<file path="src/rtl/conv_pkg.sv">
// conv_pkg: shared FSM state type, accumulator sizing and min/max helpers for the convolution IP.
package conv_pkg;
  typedef enum logic [2:0] {IDLE, INIT, ISSUE, DRAIN, WRITE, DONE} conv_state_t;
  function automatic int acc_width(int dw, int aw);
    return 2 * dw + aw;
  endfunction
  function automatic int max_i(int a, int b);
    return a > b ? a : b;
  endfunction
  function automatic int min_i(int a, int b);
    return a < b ? a : b;
  endfunction
endpackage

</file>
<file path="src/rtl/conv_mac.sv">
// conv_mac: read-valid delay, multiply-accumulate and Z output formatting.
// Optional CONV_SAT_EN clamps the output to all-ones instead of truncating.
module conv_mac
  import conv_pkg::*;
#(
  parameter int DATA_WIDTH   = 8,
  parameter int ADDR_X_WIDTH = 5,
  parameter int Z_WIDTH      = 16
) (
  input  logic                  clk,
  input  logic                  rst,
  input  logic                  rd_en,
  input  logic                  clr,
  input  logic [DATA_WIDTH-1:0] data_x,
  input  logic [DATA_WIDTH-1:0] data_y,
  output logic [Z_WIDTH-1:0]    data_z
);
  localparam int ACC_WIDTH = acc_width(DATA_WIDTH, ADDR_X_WIDTH);
  logic                    valid;
  logic [ACC_WIDTH-1:0]    acc;
  logic [2*DATA_WIDTH-1:0] prod;
  assign prod = {{DATA_WIDTH{1'b0}}, data_x} * {{DATA_WIDTH{1'b0}}, data_y};
  always_ff @(posedge clk or posedge rst)
    if (rst) begin
      valid <= 1'b0;
      acc   <= '0;
    end else begin
      valid <= rd_en;
      acc   <= clr ? '0 : valid ? acc + ACC_WIDTH'(prod) : acc;
    end
`ifdef CONV_SAT_EN
  assign data_z = |acc[ACC_WIDTH-1:Z_WIDTH] ? '1 : acc[Z_WIDTH-1:0];
`else
  assign data_z = acc[Z_WIDTH-1:0];
`endif
endmodule

</file>
<file path="src/rtl/conv_ctrl_mac.sv">
// conv_ctrl_mac: convolution sequencer (FSM, n/k counters, busy/done pulses) around conv_mac.
// Define CONV_SAT_EN to saturate data_z instead of truncating it.
module conv_ctrl_mac
  import conv_pkg::*;
#(
  parameter int DATA_WIDTH   = 8,
  parameter int ADDR_X_WIDTH = 5,
  parameter int ADDR_Y_WIDTH = 5,
  parameter int ADDR_Z_WIDTH = 6,
  parameter int Z_WIDTH      = 16
) (
  input  logic                    clk,
  input  logic                    rst,
  input  logic                    start,
  input  logic [ADDR_X_WIDTH:0]   size_x,
  input  logic [ADDR_Y_WIDTH:0]   size_y,
  output logic                    rd_en,
  output logic [ADDR_X_WIDTH-1:0] addr_x,
  output logic [ADDR_Y_WIDTH-1:0] addr_y,
  input  logic [DATA_WIDTH-1:0]   data_x,
  input  logic [DATA_WIDTH-1:0]   data_y,
  output logic                    we_z,
  output logic [ADDR_Z_WIDTH-1:0] addr_z,
  output logic [Z_WIDTH-1:0]      data_z,
  output logic                    busy_set,
  output logic                    busy_rst,
  output logic                    done_set,
  output logic                    done_rst,
  output logic                    err
);
  conv_state_t             state;
  logic [ADDR_X_WIDTH:0]   sx;
  logic [ADDR_Y_WIDTH:0]   sy;
  logic [ADDR_Z_WIDTH-1:0] n;
  logic [ADDR_Z_WIDTH-1:0] last_n;
  logic [ADDR_X_WIDTH-1:0] k_hi;
  int                      lo;
  int                      hi;
  always_comb begin
    lo = max_i(0, int'(n) - int'(sy) + 1);
    hi = min_i(int'(n), int'(sx) - 1);
  end
  assign last_n = ADDR_Z_WIDTH'(int'(sx) + int'(sy) - 2);
  // addr_x doubles as k; addr_y tracks n-k so it only ever decrements
  always_ff @(posedge clk or posedge rst)
    if (rst) begin
      state    <= IDLE;
      sx       <= '0;
      sy       <= '0;
      n        <= '0;
      k_hi     <= '0;
      rd_en    <= 1'b0;
      addr_x   <= '0;
      addr_y   <= '0;
      we_z     <= 1'b0;
      addr_z   <= '0;
      busy_set <= 1'b0;
      busy_rst <= 1'b0;
      done_set <= 1'b0;
      done_rst <= 1'b0;
      err      <= 1'b0;
    end else begin
      busy_set <= 1'b0;
      busy_rst <= 1'b0;
      done_set <= 1'b0;
      done_rst <= 1'b0;
      err      <= 1'b0;
      we_z     <= 1'b0;
      case (state)
        IDLE:
          if (start && size_x != '0 && size_y != '0) begin
            sx       <= size_x;
            sy       <= size_y;
            n        <= '0;
            busy_set <= 1'b1;
            done_rst <= 1'b1;
            state    <= INIT;
          end else if (start) begin
            err      <= 1'b1;
            done_set <= 1'b1;
          end
        INIT: begin
          rd_en  <= 1'b1;
          addr_x <= ADDR_X_WIDTH'(lo);
          addr_y <= ADDR_Y_WIDTH'(int'(n) - lo);
          k_hi   <= ADDR_X_WIDTH'(hi);
          state  <= ISSUE;
        end
        ISSUE:
          if (addr_x == k_hi) begin
            rd_en <= 1'b0;
            state <= DRAIN;
          end else begin
            addr_x <= addr_x + 1'b1;
            addr_y <= addr_y - 1'b1;
          end
        DRAIN: begin
          we_z   <= 1'b1;
          addr_z <= n;
          state  <= WRITE;
        end
        WRITE:
          if (n == last_n) begin
            busy_rst <= 1'b1;
            done_set <= 1'b1;
            state    <= DONE;
          end else begin
            n     <= n + 1'b1;
            state <= INIT;
          end
        default: state <= IDLE;
      endcase
    end
  conv_mac #(
    .DATA_WIDTH  (DATA_WIDTH),
    .ADDR_X_WIDTH(ADDR_X_WIDTH),
    .Z_WIDTH     (Z_WIDTH)
  ) u_mac (
    .clk   (clk),
    .rst   (rst),
    .rd_en (rd_en),
    .clr   (state == INIT),
    .data_x(data_x),
    .data_y(data_y),
    .data_z(data_z)
  );
endmodule
</file>
<file path="config.mk">
export PLATFORM = sky130hd
export DESIGN_NAME = conv_ctrl_mac
export DESIGN_NICKNAME = d
export VERILOG_FILES = /design/src/rtl/conv_pkg.sv /design/src/rtl/conv_mac.sv /design/src/rtl/conv_ctrl_mac.sv
export SDC_FILE = /design/constraint.sdc
export NUM_CORES = 1
export LEC_CHECK = 0
export ABC_CLOCK_PERIOD_IN_PS = 3700
export BUFFER_PORTS_ARGS = -buffer_cell sky130_fd_sc_hd__buf_2
export CORE_MARGIN = 1
export CORE_UTILIZATION = 25
export CTS_CLUSTER_DIAMETER = 40
export CTS_CLUSTER_SIZE = 12
export DETAILED_ROUTE_END_ITERATION = 8
export GPL_TIMING_DRIVEN = 1
export PLACE_DENSITY_LB_ADDON = 0.2
export SYNTH_ARGS = -nofsm -noshare
export SYNTH_HDL_FRONTEND = slang
export SYNTH_SLANG_ARGS = --single-unit
</file>
<file path="constraint.sdc">
create_clock -name clk -period 3.7 [get_ports clk]
set_input_delay 0.74 -clock clk [delete_from_list [all_inputs] [get_ports clk]]
set_output_delay 0.74 -clock clk [all_outputs]
set_load 0.02 [all_outputs]
</file>
### Yosys cells after proc, flatten, opt, wreduce, memory -nomap -nowiden

Cells that the tools add are included.
W data, S select, Z words.

* add/subtract/negate cells: 10
* $mul: 1
* divide/modulo/power cells: 0
* magnitude comparators: 2
* equality and inequality tests: 10
* shift-type cells: 0
* mux-type cells: 26
* bitwise operators: 0
* reduce and logical (&&, ||, !) cells: 13

Operators with widths (count)
* $mux W21: 2
* $add A21 B16 Y21: 1
* $mux W5: 4
* $pmux W5 S2: 2
* $mul A8 B8 Y16: 1
* $pmux W3 S5: 1
* $mux W6: 2
* $pmux W6 S2: 1
* $reduce_bool A6 Y1: 2
* $mux W1: 9
* $mux W3: 3
* $add A7 B2 Y8 const B: 1
* $gt A1 B8 Y1 const A: 1
* $ne A2 B2 Y1 const B: 4
* $reduce_and A2 Y1: 4
* $lt A7 B7 Y1: 1
* $sub A6 B1 Y7 const B: 1
* $sub A6 B6 Y7: 1
* $add A6 B1 Y6 const B: 1
* $add A6 B6 Y6: 1
* $eq A3 B2 Y1 const B: 2
* $eq A6 B6 Y1: 1
* $reduce_bool A2 Y1: 3
* $sub A6 B2 Y6 const B: 1
* other kinds (10): 12

* register bits after elaboration: 70
* bits in latches: 0
* bits in writable memories: 0
* bits in read-only memories: 0
* input bits: 31
* output and inout port bits: 39
* word-level logic and storage cells: 78
* memories kept: 0

### Logic depth before layout (Yosys ltp)

* word-level depth: 6
* depth in mapped cells: 17
* gate-level depth less buffers: 16

### Hierarchy

From an unflattened synthesis, not the netlist that was laid out.

* cell total of the unflattened synthesis: 738
* area total of the unflattened synthesis: 6516.2 um2

By module, submodules not included
* conv_ctrl_mac: times used 1, cells an instance 362, area an instance 3259.4 um2, sequential area each 1201.2 um2
* conv_mac: times used 1, cells an instance 376, area an instance 3256.9 um2, sequential area each 425.4 um2

### Worst setup path before layout

Ideal clock, no wire load.

* path kind: input-to-reg
* start: input data_x[2]
* end: register u_mac.acc[14]
* data arrival time: 4630 ps
* data required time: 3578 ps
* path slack: -1051 ps
* stages on the path: 13
* cells stage by stage: and2_1 fa_1 fa_1 fa_1 inv_1 fa_1 inv_1 ha_1 a2111oi_0 o21ai_1 a2111oi_2 nor4_1 a2111oi_1

* word-level cells in the longest chain between the ends: 4

RTL lines
* start, declared: line conv_ctrl_mac.sv:20 `input logic [DATA_WIDTH-1:0] data_x,`
* $mul A8 B8 Y16: line conv_mac.sv:22 `assign prod = {{DATA_WIDTH{1'b0}}, data_x} * {{DATA_WIDTH{1'b0}}, data_y};`
* $add A21 B16 Y21: line conv_mac.sv:29 `acc <= clr ? '0 : valid ? acc + ACC_WIDTH'(prod) : acc;`
* $mux W21 (2 in series): line conv_mac.sv:29
* end signal, assigned: line conv_mac.sv:29
* end, declared: line conv_mac.sv:20 `logic [ACC_WIDTH-1:0] acc;`

No other way between the ends. The select of a mux whose other input is x is not followed.
A chain may end at the register's enable or synchronous reset.

### Worst setup path after layout

* start: input data_y[5]
* end: register u_mac.acc[15]

* word-level cells in the longest chain between the ends: 4

RTL lines
* start, declared: line conv_ctrl_mac.sv:21 `input logic [DATA_WIDTH-1:0] data_y,`
* $mul A8 B8 Y16: line conv_mac.sv:22
* $add A21 B16 Y21: line conv_mac.sv:29
* $mux W21 (2 in series): line conv_mac.sv:29

No other way between the ends. The select of a mux whose other input is x is not followed.

==> flow_summary.json <==
{
  "status": "complete, but fails checks",
  "violations": "negative setup slack",
  "via_per_inst": 4.358,
  "reg2reg_depth": 15,
  "crit_slowest_cell": "fa_1",
  "setup_violations": 10,
  "dieWidth_um": 162.0,
  "crit_required_ps": 3970,
  "grt_start_max_net_pins": 66,
  "synthCells": 709,
  "cts_max_level": 3,
  "grt_pass1_wl_mm": 28.29,
  "drive_gt1_share_pct": 28.96,
  "syn_nets": 858,
  "ant_nets": 0,
  "synth.distinct_cells": 64,
  "grt_pass1_vias": 5536,
  "hold_viol": 0,
  "synth-seq-cells": 65,
  "cp_slowest_stage_delay_ps": 530,
  "cp_max_fo": 7,
  "tightest_slew_ps": 845.9,
  "avgSynthCellArea_um2": 9.023,
  "fin_nets": 997,
  "port_buffers": 69,
  "rows": 58,
  "worst-path-buf-inv": 5,
  "overflow": 0,
  "worstHoldStart": "rd_en",
  "worst_r2r_endpoint": "u_mac.acc[15]",
  "r2r-start": "u_mac.acc[6]",
  "async_flop_share_pct": 100.0,
  "antenna_found_initial": 0,
  "ff2ff_setup_slack_ps": -320,
  "vias": 5155,
  "synth_common_cells": "inv_1, dfrtp_1, ha_1",
  "place_congestion": 0.7744,
  "wirelength_mm": 16.53,
  "hold_ws_ps": 397.8,
  "yosysWarnings": 0,
  "crit_chain": "buf_4 -> and2_4 -> fa_1 -> inv_1 -> fa_1 -> inv_1 -> fa_1 -> inv_1 -> fa_1 -> inv_2 -> ha_4 -> o211a_1 -> o311ai_2 -> a21o_1 -> a21oi_2 -> mux2i_1 -> mux2i_1",
  "dp_hpwl_mm": 13.38,
  "synth_top_area_share_pct": 25.43,
  "clkTransAtPathRegs_ps": 60,
  "crit_type": "in2reg",
  "finalWorstSetupSlack_ps": -584.2,
  "drv_cap": 0,
  "crit_end": "u_mac.acc[15]",
  "seq_area_frac_synth_pct": 25.43,
  "clk_path_buf_depth": 2,
  "ys_top_cells_by_area": "dfrtp_1, fa_1, ha_1",
  "core_mm2": 0.02511,
  "wl_per_cell_um": 13.97,
  "first_pass_iters": 4,
  "rsz0062_at_grt": "yes",
  "skew_ps": 6.866,
  "die_y_um": 162.0,
  "crit_path_end_kind": "flop",
  "clk_latency_ps": 340,
  "cts_made_buffers": 9,
  "syn_to_final_growth_pct": 32.25,
  "drc": 0,
  "critPathArrivalTime_ps": 4550,
  "grt_usage_pct": 13.76,
  "fp.dieArea_mm2": 0.02623,
  "pin_count": 70,
  "setup.worst_path.start": "data_y[5]",
  "path_common_cell": "fa_1",
  "cp_top_family": "adder cells",
  "start_util_pct": 25.48,
  "finalMaxSlewViolations": 0,
  "hold_buffers": 0,
  "syn_area_mm2": 0.006397,
  "yosysMostFrequentCell": "inv_1",
  "timing.final.crit_share_pct": 115.8,
  "yosysTopAreaCell": "dfrtp_1",
  "hp-class": "reg2reg",
  "cp-start-kind": "input pin",
  "cts.sinks": 65,
  "slew-limit-headroom_pct": 43.17,
  "fin_crit_ps": 4284,
  "clockRootBuffer": "clkbuf_16",
  "worstSetupPathDepth": 17,
  "synth_edf_count": 0,
  "cts_tree": "built",
  "fmax_ghz": 0.2334,
  "synth_flop_cell": "dfrtp_1",
  "antennaDiodeCount": 0,
  "drtIter0Drc": 188
}
## cell families after synthesis
logic type	Yosys count	synth area share, %
AO/OA/AOI/OAI	117	12.40
XOR/XNOR	36	4.929
adder cells (fa/ha/maj)	118	29.30
buffers and inverters	150	8.918
flip-flops	65	25.43
multiplexers	17	2.758
AND/OR/NAND/NOR	206	16.27
## area by class of cell
cell class / count / area [um^2]
clock inverter: 7 / 77.57
timing repair buffer: 148 / 1069
inverter: 130 / 488.0
fill: 2687 / 16650
clock buffer: 9 / 225.2
sequential: 65 / 1627
tap: 330 / 412.9
multi-input combinational: 494 / 4562
## routing by layer
metal / vias up / global-route usage (%) / share of wire (%)
met2: 71 / 23.68 / 49
li1: 2589 / - / -
met5: - / 0 / 0
met4: 0 / 4.245 / 1.4
met1: 2478 / 17.76 / 47
met3: 17 / 1.890 / 2.6
## state kept, by name, summed over array words and instances (netlist names), 3 cells and up
name,count
sy,6
n,6
addr_z,6
u_mac.acc,16
k_hi,5
addr_x,5
state,3
addr_y,5
sx,6
## stage by stage
step	util, %	setup WS (ps)	cells	area (um^2)	TNS (ps)
after CTS	33.16	-590.7	1178	8327	-3962
after global routing	33.70	-685.2	1183	8461	-5272
after floorplan	-	-663.0	709	6630	-3683
after detailed placement	31.12	-1026	1158	7815	-8175
final	33.70	-584.2	1183	8461	-3787
after global placement	31.12	-1007	1158	7815	-8231
## layout by cell type (no fill, tap or decap), drive strengths merged, types with 26 or more instances in the layout
| cell type | instances |
|---|---|
| nor2 | 39 |
| xnor2 | 26 |
| dfrtp | 65 |
| ha | 65 |
| buf | 148 |
| inv | 132 |
| o21ai | 30 |
| fa | 53 |
| nand2 | 60 |
| and2 | 45 |
## worst reg2reg max path: cells and delay by family (launching register included)
family / cells / cell delay, ps
compound gates: 3 / 390
fa+ha+maj: 5 / 2320
buf+inv: 4 / 220
flops: 1 / 350
mux: 2 / 430
simple gates: 1 / 240
## what timing repair did
action,4_1_cts,5_1_grt
endpoints found under the setup margin,11,11
setup buffers,5,5
cloned,0,0
pin swaps,29,16
endpoints found under the hold margin,0,0
resized for setup,51,25
## worst min-delay path by stage
stage | slack [ps] | cells after the start | endpoint
2_1_floorplan | 470 | 2 | k_hi[1]
6_report | 400 | 0 | u_mac.valid
3_3_place_gp | 390 | 0 | u_mac.valid
5_1_grt | 420 | 0 | u_mac.valid
3_5_place_dp | 390 | 0 | u_mac.valid
4_1_cts | 400 | 0 | u_mac.valid
Power is not shown: default switching activity piles up to over one toggle a cycle in this logic, so the estimate is an artifact.
